$ cat config.mk
export PLATFORM = sky130hd
export DESIGN_NAME = shift_pipe_unit
export DESIGN_NICKNAME = d
export VERILOG_FILES = /design/src/rtl/shift_pipe_unit_pkg.sv /design/src/rtl/shift_pipe_unit_stage.sv /design/src/rtl/shift_pipe_unit.sv
export SDC_FILE = /design/constraint.sdc
export NUM_CORES = 1
export LEC_CHECK = 0
export CORE_ASPECT_RATIO = 1.4
export CORE_MARGIN = 2
export CORE_UTILIZATION = 49
export DETAILED_ROUTE_END_ITERATION = 10
export PLACE_DENSITY = 0.84
export REMOVE_ABC_BUFFERS = 1
export SLEW_MARGIN = 0
export SYNTH_ARGS = -nofsm -noshare
export SYNTH_HDL_FRONTEND = slang
export SYNTH_SLANG_ARGS = --single-unit
$ cat constraint.sdc
create_clock -name clk -period 1.4 [get_ports clk]
set_input_delay 0.21 -clock clk [delete_from_list [all_inputs] [get_ports clk]]
set_output_delay 0.21 -clock clk [all_outputs]
set_load 0.05 [all_outputs]
$ cat src/rtl/shift_pipe_unit_pkg.sv
// Shared definitions for the pipelined barrel shifter: mode encodings used by
// the top level and by every shift stage.
package shift_pipe_unit_pkg;

    typedef enum logic [1:0] {
        MODE_SLL = 2'b00,
        MODE_SRL = 2'b01,
        MODE_SRA = 2'b10,
        MODE_ROR = 2'b11
    } mode_t;

    localparam int DEFAULT_WIDTH = 8;

endpackage

$ cat src/rtl/shift_pipe_unit_stage.sv
// One purely combinational barrel-shifter stage: shifts or rotates by SHIFT
// bit positions when enabled and reports the last bit pushed out.
module shift_pipe_stage
    import shift_pipe_unit_pkg::*;
#(
    parameter int WIDTH = DEFAULT_WIDTH,
    parameter int SHIFT = 1
) (
    input  logic [WIDTH-1:0] data,
    input  mode_t            mode,
    input  logic             enable,
    input  logic             sign,
    input  logic             carry,
    output logic [WIDTH-1:0] shifted,
    output logic             shifted_carry
);

    // A disabled stage passes both data and the carry from earlier stages through.
    always_comb begin
        shifted       = data;
        shifted_carry = carry;
        if (enable) begin
            case (mode)
                MODE_SLL: begin
                    shifted       = data << SHIFT;
                    shifted_carry = data[WIDTH-SHIFT];
                end
                MODE_SRL: begin
                    shifted       = data >> SHIFT;
                    shifted_carry = data[SHIFT-1];
                end
                MODE_SRA: begin
                    shifted       = {{SHIFT{sign}}, data[WIDTH-1:SHIFT]};
                    shifted_carry = data[SHIFT-1];
                end
                MODE_ROR: begin
                    shifted       = {data[SHIFT-1:0], data[WIDTH-1:SHIFT]};
                    shifted_carry = data[SHIFT-1];
                end
                default: begin
                    shifted       = data;
                    shifted_carry = carry;
                end
            endcase
        end
    end

endmodule

$ cat src/rtl/shift_pipe_unit.sv
// Pipelined barrel shifter: one registered stage per amount bit, wrapped in a
// valid/ready handshake with a single global stall.
module shift_pipe_unit
    import shift_pipe_unit_pkg::*;
#(
    parameter  int WIDTH = DEFAULT_WIDTH,
    localparam int LOG2W = $clog2(WIDTH)
) (
    input  logic             clk,
    input  logic             reset,
    input  logic             in_valid,
    output logic             in_ready,
    input  logic [WIDTH-1:0] in_data,
    input  logic [LOG2W-1:0] in_amt,
    input  logic [1:0]       in_mode,
    output logic             out_valid,
    input  logic             out_ready,
    output logic [WIDTH-1:0] out_data,
    output logic             out_carry,
    output logic             out_zero
);

    logic             en;

    logic [WIDTH-1:0] src_data  [LOG2W];
    mode_t            src_mode  [LOG2W];
    logic             src_sign  [LOG2W];
    logic             src_carry [LOG2W];
    logic             src_valid [LOG2W];
    logic [LOG2W-1:0] src_amt   [LOG2W];

    logic [WIDTH-1:0] res_data  [LOG2W];
    logic             res_carry [LOG2W];
    logic             nxt_carry [LOG2W];

    logic [WIDTH-1:0] data_q    [LOG2W];
    logic             carry_q   [LOG2W];
    logic             valid_q   [LOG2W];
    mode_t            mode_q    [LOG2W-1];
    logic             sign_q    [LOG2W-1];
    logic [LOG2W-1:0] amt_q     [LOG2W-1];
    logic             zero_q;

    assign en       = !valid_q[LOG2W-1] || out_ready;
    assign in_ready = en;

    // Stage 0 is fed straight from the inputs; later stages read the register
    // of the stage in front of them. The sign is captured once, from the operand.
    always_comb begin
        src_data[0]  = in_data;
        src_mode[0]  = mode_t'(in_mode);
        src_sign[0]  = in_data[WIDTH-1];
        src_carry[0] = 1'b0;
        src_valid[0] = in_valid;
        src_amt[0]   = in_amt;
        for (int k = 1; k < LOG2W; k++) begin
            src_data[k]  = data_q[k-1];
            src_mode[k]  = mode_q[k-1];
            src_sign[k]  = sign_q[k-1];
            src_carry[k] = carry_q[k-1];
            src_valid[k] = valid_q[k-1];
            src_amt[k]   = amt_q[k-1];
        end
    end

    for (genvar k = 0; k < LOG2W; k++) begin : g_stage
        shift_pipe_stage #(
            .WIDTH (WIDTH),
            .SHIFT (1 << k)
        ) u_stage (
            .data          (src_data[k]),
            .mode          (src_mode[k]),
            .enable        (src_amt[k][k]),
            .sign          (src_sign[k]),
            .carry         (src_carry[k]),
            .shifted       (res_data[k]),
            .shifted_carry (res_carry[k])
        );
    end

    // Rotation has no real "shifted out" bit, so the final carry of a non-zero
    // rotate is defined as the MSB of the result.
    always_comb begin
        for (int k = 0; k < LOG2W; k++) begin
            nxt_carry[k] = res_carry[k];
        end
        if (src_mode[LOG2W-1] == MODE_ROR && src_amt[LOG2W-1] != '0) begin
            nxt_carry[LOG2W-1] = res_data[LOG2W-1][WIDTH-1];
        end
    end

    // Every stage, bubbles included, advances together whenever the output is
    // free or being taken; otherwise the whole pipe freezes.
    always_ff @(posedge clk or posedge reset) begin
        if (reset) begin
            for (int k = 0; k < LOG2W; k++) begin
                data_q[k]  <= '0;
                carry_q[k] <= 1'b0;
                valid_q[k] <= 1'b0;
            end
            for (int k = 0; k < LOG2W - 1; k++) begin
                mode_q[k] <= MODE_SLL;
                sign_q[k] <= 1'b0;
                amt_q[k]  <= '0;
            end
            zero_q <= 1'b0;
        end else if (en) begin
            for (int k = 0; k < LOG2W; k++) begin
                data_q[k]  <= res_data[k];
                carry_q[k] <= nxt_carry[k];
                valid_q[k] <= src_valid[k];
            end
            for (int k = 0; k < LOG2W - 1; k++) begin
                mode_q[k] <= src_mode[k];
                sign_q[k] <= src_sign[k];
                amt_q[k]  <= src_amt[k];
            end
            zero_q <= (res_data[LOG2W-1] == '0);
        end
    end

    assign out_valid = valid_q[LOG2W-1];
    assign out_data  = data_q[LOG2W-1];
    assign out_carry = carry_q[LOG2W-1];
    assign out_zero  = zero_q;

endmodule

== Word-level counts from Yosys, hierarchy flattened ==
Cells that the tools add are included.

* Reductions and logical operators: 11
* Equality and inequality tests: 9
* Muxes and demuxes: 13

{| class="wikitable"
|+ Operators by type and width
! operator !! number
|-
| 8-bit one-hot mux with 4 select lines || 3
|-
| 8-bit 2-to-1 mux || 3
|-
| 2-bit equality test, second input constant || 6
|-
| 3-bit OR reduction || 3
|-
| 8-bit logical NOT || 1
|-
| 2-bit by 1-bit equality test with 1-bit output, second input constant || 3
|-
| 2-bit logical NOT || 3
|-
| 1-bit one-hot mux with 2 select lines || 3
|-
| 1-bit 2-to-1 mux || 4
|-
| 3-bit nonzero test || 1
|-
| 1-bit logical AND || 1
|-
| 1-bit logical NOT || 1
|-
| 1-bit logical OR || 1
|}

* Register bits after elaboration: 43
* Output and inout port bits: 12
* Input port bits: 17

== Depth between registers and ports, before layout ==
* Word-level depth: 5
* Mapped depth: 6

== Modules after synthesis ==
A second synthesis with hierarchy kept.

* Cell total of the unflattened synthesis: 217
* Area total of the unflattened synthesis: 2547.4 µm²

{| class="wikitable"
|+ By module, submodules not included
! module !! cells an instance !! times used !! area an instance (µm²)
|-
| shift_pipe_unit || 109 || 1 || 1885.6
|-
| shift_pipe_stage (g_stage[1].u_stage) || 40 || 1 || 242.7
|-
| shift_pipe_stage (g_stage[2].u_stage) || 37 || 1 || 222.7
|-
| shift_pipe_stage (g_stage[0].u_stage) || 31 || 1 || 196.4
|}

== Worst setup path after synthesis ==
Ideal clock, no wire load.

* Kind: reg-to-reg
* Start: register valid_q, in the netlist out_valid
* End: register amt_q[0] (netlist name)
* Library setup time: 0.067 ns
* Clock period less this slack: 1.923 ns
* Arrival time: 1.856 ns
* Required time: 1.333 ns
* Setup slack: -0.523 ns
* Cell stages (with the launch flop): 7
* Path through: dfrtp_1 nor2b_1 clkbuf_1 inv_1 clkbuf_1 nand2_1 nand2_1

* Cells in the longest elaborated chain, start to end: 2

{| class="wikitable"
|+ RTL lines
! element !! line !! RTL
|-
| start: declaration || shift_pipe_unit.sv:38 || <nowiki>logic valid_q [LOG2W];</nowiki>
|-
| start signal: indexed assignment || shift_pipe_unit.sv:111 || <nowiki>valid_q[k] <= src_valid[k];</nowiki>
|-
| 1-bit logical NOT || shift_pipe_unit.sv:44 || <nowiki>assign en = !valid_q[LOG2W-1] || out_ready;</nowiki>
|-
| 1-bit logical OR || shift_pipe_unit.sv:44 ||
|-
| via in_ready || shift_pipe_unit.sv:12 || <nowiki>output logic in_ready,</nowiki>
|-
| end signal: indexed assignment || shift_pipe_unit.sv:116 || <nowiki>amt_q[k] <= src_amt[k];</nowiki>
|-
| end: declaration || shift_pipe_unit.sv:41 || <nowiki>logic [LOG2W-1:0] amt_q [LOG2W-1];</nowiki>
|}

The timed path passes the listed nets, and every way through them passes these cells.
A chain may end at the register's enable or synchronous reset.

== Worst setup path after layout ==
* Start: register mode_q[1] (netlist name)
* End: register carry_q, in the netlist out_carry

* Cells in the longest elaborated chain, start to end: 5
* Elaborated cells between the ends (all ways): 11
* Classes of those cells: eq/ne: 3; mux: 5; reduce/logical: 3

{| class="wikitable"
|+ RTL lines
! element !! line !! RTL
|-
| start: declaration || shift_pipe_unit.sv:39 || <nowiki>mode_t mode_q [LOG2W-1];</nowiki>
|-
| start signal: indexed assignment || shift_pipe_unit.sv:114 || <nowiki>mode_q[k] <= src_mode[k];</nowiki>
|-
| 2-bit equality test, or another cell as far along || shift_pipe_unit_stage.sv:23, shift_pipe_unit.sv:87 ||
|-
| 3-bit OR reduction (no source line) || -- ||
|-
| 1-bit one-hot mux with 2 select lines || shift_pipe_unit_stage.sv:23 || <nowiki>case (mode)</nowiki>
|-
| 1-bit 2-to-1 mux || shift_pipe_unit_stage.sv:22 || <nowiki>if (enable) begin</nowiki>
|-
| 1-bit 2-to-1 mux * || shift_pipe_unit.sv:87 || <nowiki>if (src_mode[LOG2W-1] == MODE_ROR && src_amt[LOG2W-1] != '0) begin</nowiki>
|-
| end signal: indexed assignment || shift_pipe_unit.sv:110 || <nowiki>carry_q[k] <= nxt_carry[k];</nowiki>
|-
| end: declaration || shift_pipe_unit.sv:37 || <nowiki>logic carry_q [LOG2W];</nowiki>
|}

Every way passes the cells marked *; elsewhere a longest branch is shown, timed or not.

==> results.sh <==
export IMPL_fin_ws_ns=-0.116
export IMPL_ir_drop_mv=0.914
export IMPL_synth_top_area_cell="dfrtp_1"
export IMPL_nets=305
export IMPL_rsz0062_at_grt="true"
export IMPL_power_total_mw=6.18
export IMPL_max_slew_margin_rel_pct=66.3
export IMPL_drv_cap=0
export IMPL_ant_nets=0
export IMPL_pwr_share_seq_pct=36.3
export IMPL_route_detailed_drc=0
export IMPL_drtIter0Drc=54
export IMPL_fin_cells=351
export IMPL_failed_checks="setup timing"
export IMPL_ctsHoldBuffers=0
export IMPL_vias=1930
export IMPL_final_common_cell="nand2_1"
export IMPL_die_y_um=84.0
export IMPL_synthTopCellsByArea="dfrtp_1 48%, nand2_1 10%, o21ai_0 4.7%"
export IMPL_yosysWarnings=0
export IMPL_final_cell_mix="62 x nand2_1, 39 x dfrtp_1, 25 x nor2_1"
export IMPL_fp_dieW_um=61.1
export IMPL_tritoncts="yes"
export IMPL_initial_utilization_pct=50.2
export IMPL_wl_met2_um=2640
export IMPL_drt_first_pass_iters=4
export IMPL_synth_cell_area_mm2=0.00224
export IMPL_via_per_inst=5.50
export IMPL_m1WireLength_um=1930
export IMPL_h_tree_depth=2
export IMPL_synth_cells=252
export IMPL_grt_pass1_vias=1802
export IMPL_synthMuxAreaShare_pct=2.07
export IMPL_critPathRequiredTime_ns=1.63
export IMPL_dieArea_mm2=0.00514
export IMPL_yosysTopAreaCellShare_pct=48.0
export IMPL_route_met3_wl_um=136
export IMPL_clock_path_buffers=2
export IMPL_synth_top_family_by_area="compound AO/OA/AOI/OAI gates"
export IMPL_numCtsBuffers=5
export IMPL_portBuffers=28
export IMPL_clk_pin_slew_ns=0.08
export IMPL_syn_avg_cell_area_um2=8.89
export IMPL_io_pin_count=29
export IMPL_gr_total_overflow=0
export IMPL_critical_path_slowest_cell="dfrtp_2"
export IMPL_tightest_slew_ns=0.499
export IMPL_synth_edf_count=0
export IMPL_status="complete, but fails checks"
export IMPL_nFillCells=337
export IMPL_cts_num_sinks=43
export IMPL_p_leak_nw=1.34
export IMPL_areaGrowthSynthToFinish_pct=32.1
export IMPL_power_switching_mw=2.55
export IMPL_highest_layer="met4"
export IMPL_clockRootBuffer="clkbuf_8"
export IMPL_synth_ff_type="dfrtp_1"
export IMPL_synth_fa_ha_area_share_pct=0
export IMPL_ys_seq_elements=43
export IMPL_synth_compound_area_share_pct=22.7
export IMPL_setup_viol=3
export IMPL_sw_frac_of_total_pct=41.2
export IMPL_end_kind="register"
export IMPL_synth_cell_types=36
export IMPL_pre_cts_ws_ns=-0.164
export IMPL_fmax_mhz=660
export IMPL_globalplace_congestion=0.868
export IMPL_p_per_area_mw_per_mm2=2090
export IMPL_rows=29
export IMPL_crit_fanout=6
export IMPL_drive_above_1_share_pct=22.5
export IMPL_fin_skew_ns=0.00747
export IMPL_crit_arrival_ns=1.75
export IMPL_dp_cells=339
export IMPL_fin_crit_sh_pct=108
export IMPL_async_reset_ff_share_pct=100
export IMPL_timing_hold_violations_final=0
export IMPL_p_clk_share_pct=12.2
export IMPL_synth_xor_area_share_pct=0.391
export IMPL_antenna_cells=0
export IMPL_report_final_slew_viol_count=0
export IMPL_crit_chain="xnor2_2 -> a311oi_4 -> buf_4 -> mux2_4 -> o21ai_2"
export IMPL_internal_power_mw=3.63
export IMPL_finalHoldWorstSlack_ns=0.262
export IMPL_tns_ns=-0.220
export IMPL_start_kind="register"
export IMPL_yosys_area_share_simple_pct=18.9
export IMPL_grt_pass1_wl_um=8270
export IMPL_wl_per_cell_um=13.7
export IMPL_hp_class="input port to asynchronous set/reset pin"
export IMPL_grt_start_max_net_pins=44
export IMPL_antenna_found_initial=0
export IMPL_crit_type="register to register"
export IMPL_grt_use_total_pct=21.0
export IMPL_place_hpwl_um=3510
export IMPL_clk_latency_ns=0.29
export IMPL_core_area_mm2=0.00446
export IMPL_p_comb_share_pct=51.5
export IMPL_max_stage_delay_ns=0.47
export IMPL_ys_seq_area_share_pct=48.0
export IMPL_finalCriticalPeriod_ns=1.52
export IMPL_routed_wl_um=4800
==> power groups by stage <==
stage                     clock [mW]  sequential, mW  combinational (mW)
after detailed placement           0            2.25                2.95
after global routing           0.832            2.30                3.41
final                          0.756            2.24                3.18
after global placement             0            2.21                2.86
after CTS                      0.766            2.22                3.08
after floorplan                    0            2.62                1.14
==> registers in the layout (all words and copies together) (netlist names) <==
signal,count
out_carry,1
mode_q,4
src_valid,2
out_zero,1
out_data,8
data_q,16
amt_q,6
carry_q,2
out_valid,1
sign_q,2
==> logic make-up (layout without fill, tap and decap cells) <==
family / after synthesis / in the layout
buffers and inverters: 34 / 71
DFF: 43 / 43
AOI/OAI and AO/OA: 68 / 68
muxes: 4 / 4
xor gates and xnor gates: 1 / 1
and+or+nand+nor: 102 / 102
==> cell type report <==
| type | instances | area [um^2] | share of cell area, % |
|---|---|---|---|
| Clock buffer | 6 | 72.6 | 2.45 |
| Clock inverter | 2 | 12.5 | 0.423 |
| Inverter | 7 | 28.8 | 0.973 |
| Multi-Input combinational cell | 175 | 1040 | 35.1 |
| Sequential cell | 43 | 1080 | 36.5 |
| Tap cell | 62 | 77.6 | 2.62 |
| Timing Repair Buffer | 56 | 647 | 21.9 |
==> path summary, 6_finish.rpt <==
kind                                               start                       end  slack, ns  depth (start not counted)
worst min-delay path                               reset   out_data[4]$_DFFE_PP0P_       0.26                          3
worst max-delay path               mode_q[1]$_DFFE_PP0P_     out_carry$_DFFE_PP0P_      -0.12                          5
min in group clk                               in_amt[2]      amt_q[5]$_DFFE_PP0P_       0.45                          3
max in group asynchronous                          reset     mode_q[2]$_DFFE_PP0P_       0.92                          3
worst max register to register     mode_q[1]$_DFFE_PP0P_     out_carry$_DFFE_PP0P_      -0.12                          5
worst min register to register  src_valid[0]$_DFFE_PP0P_  src_valid[0]$_DFFE_PP0P_       0.46                          2
==> Yosys cell counts (all sizes together) (3+ instances only) <==
cell type / number
o21a: 4
a311oi: 13
a21o: 10
nor2b: 4
inv: 7
nor3: 4
nand2: 62
dfrtp: 43
nor2: 26
buf: 13
o21ai: 22
clkbuf: 14
o41ai: 3
a221oi: 7
==> critical path, delay by kind of cell (launching register included) <==
| family | cells | cell delay (ns) |
|---|---|---|
| DFF | 1 | 0.47 |
| AOI/OAI and AO/OA | 2 | 0.26 |
| muxes | 1 | 0.27 |
| xor gates and xnor gates | 1 | 0.30 |
| buffers and inverters | 1 | 0.16 |
==> metrics by stage <==
stage,util [%],area [um^2]
finish,66.3,2960
global route,66.3,2960
CTS,64.9,2900
detailed placement,62.0,2770
global placement,62.0,2770
floorplan,-,2090
==> per-layer routing <==
layer,track usage (%),up-vias
li1,-,941
met1,26.5,932
met2,35.4,48
met3,2.95,9
met5,0,-
met4,7.11,0
==> repair_timing <==
item,CTS,global route
pin swaps,3,1
setup endpoints to repair,3,14
gates resized for setup,9,6
hold endpoints to repair,0,0
setup buffers,1,3
Note: power is estimated with default switching activity, not from simulation.
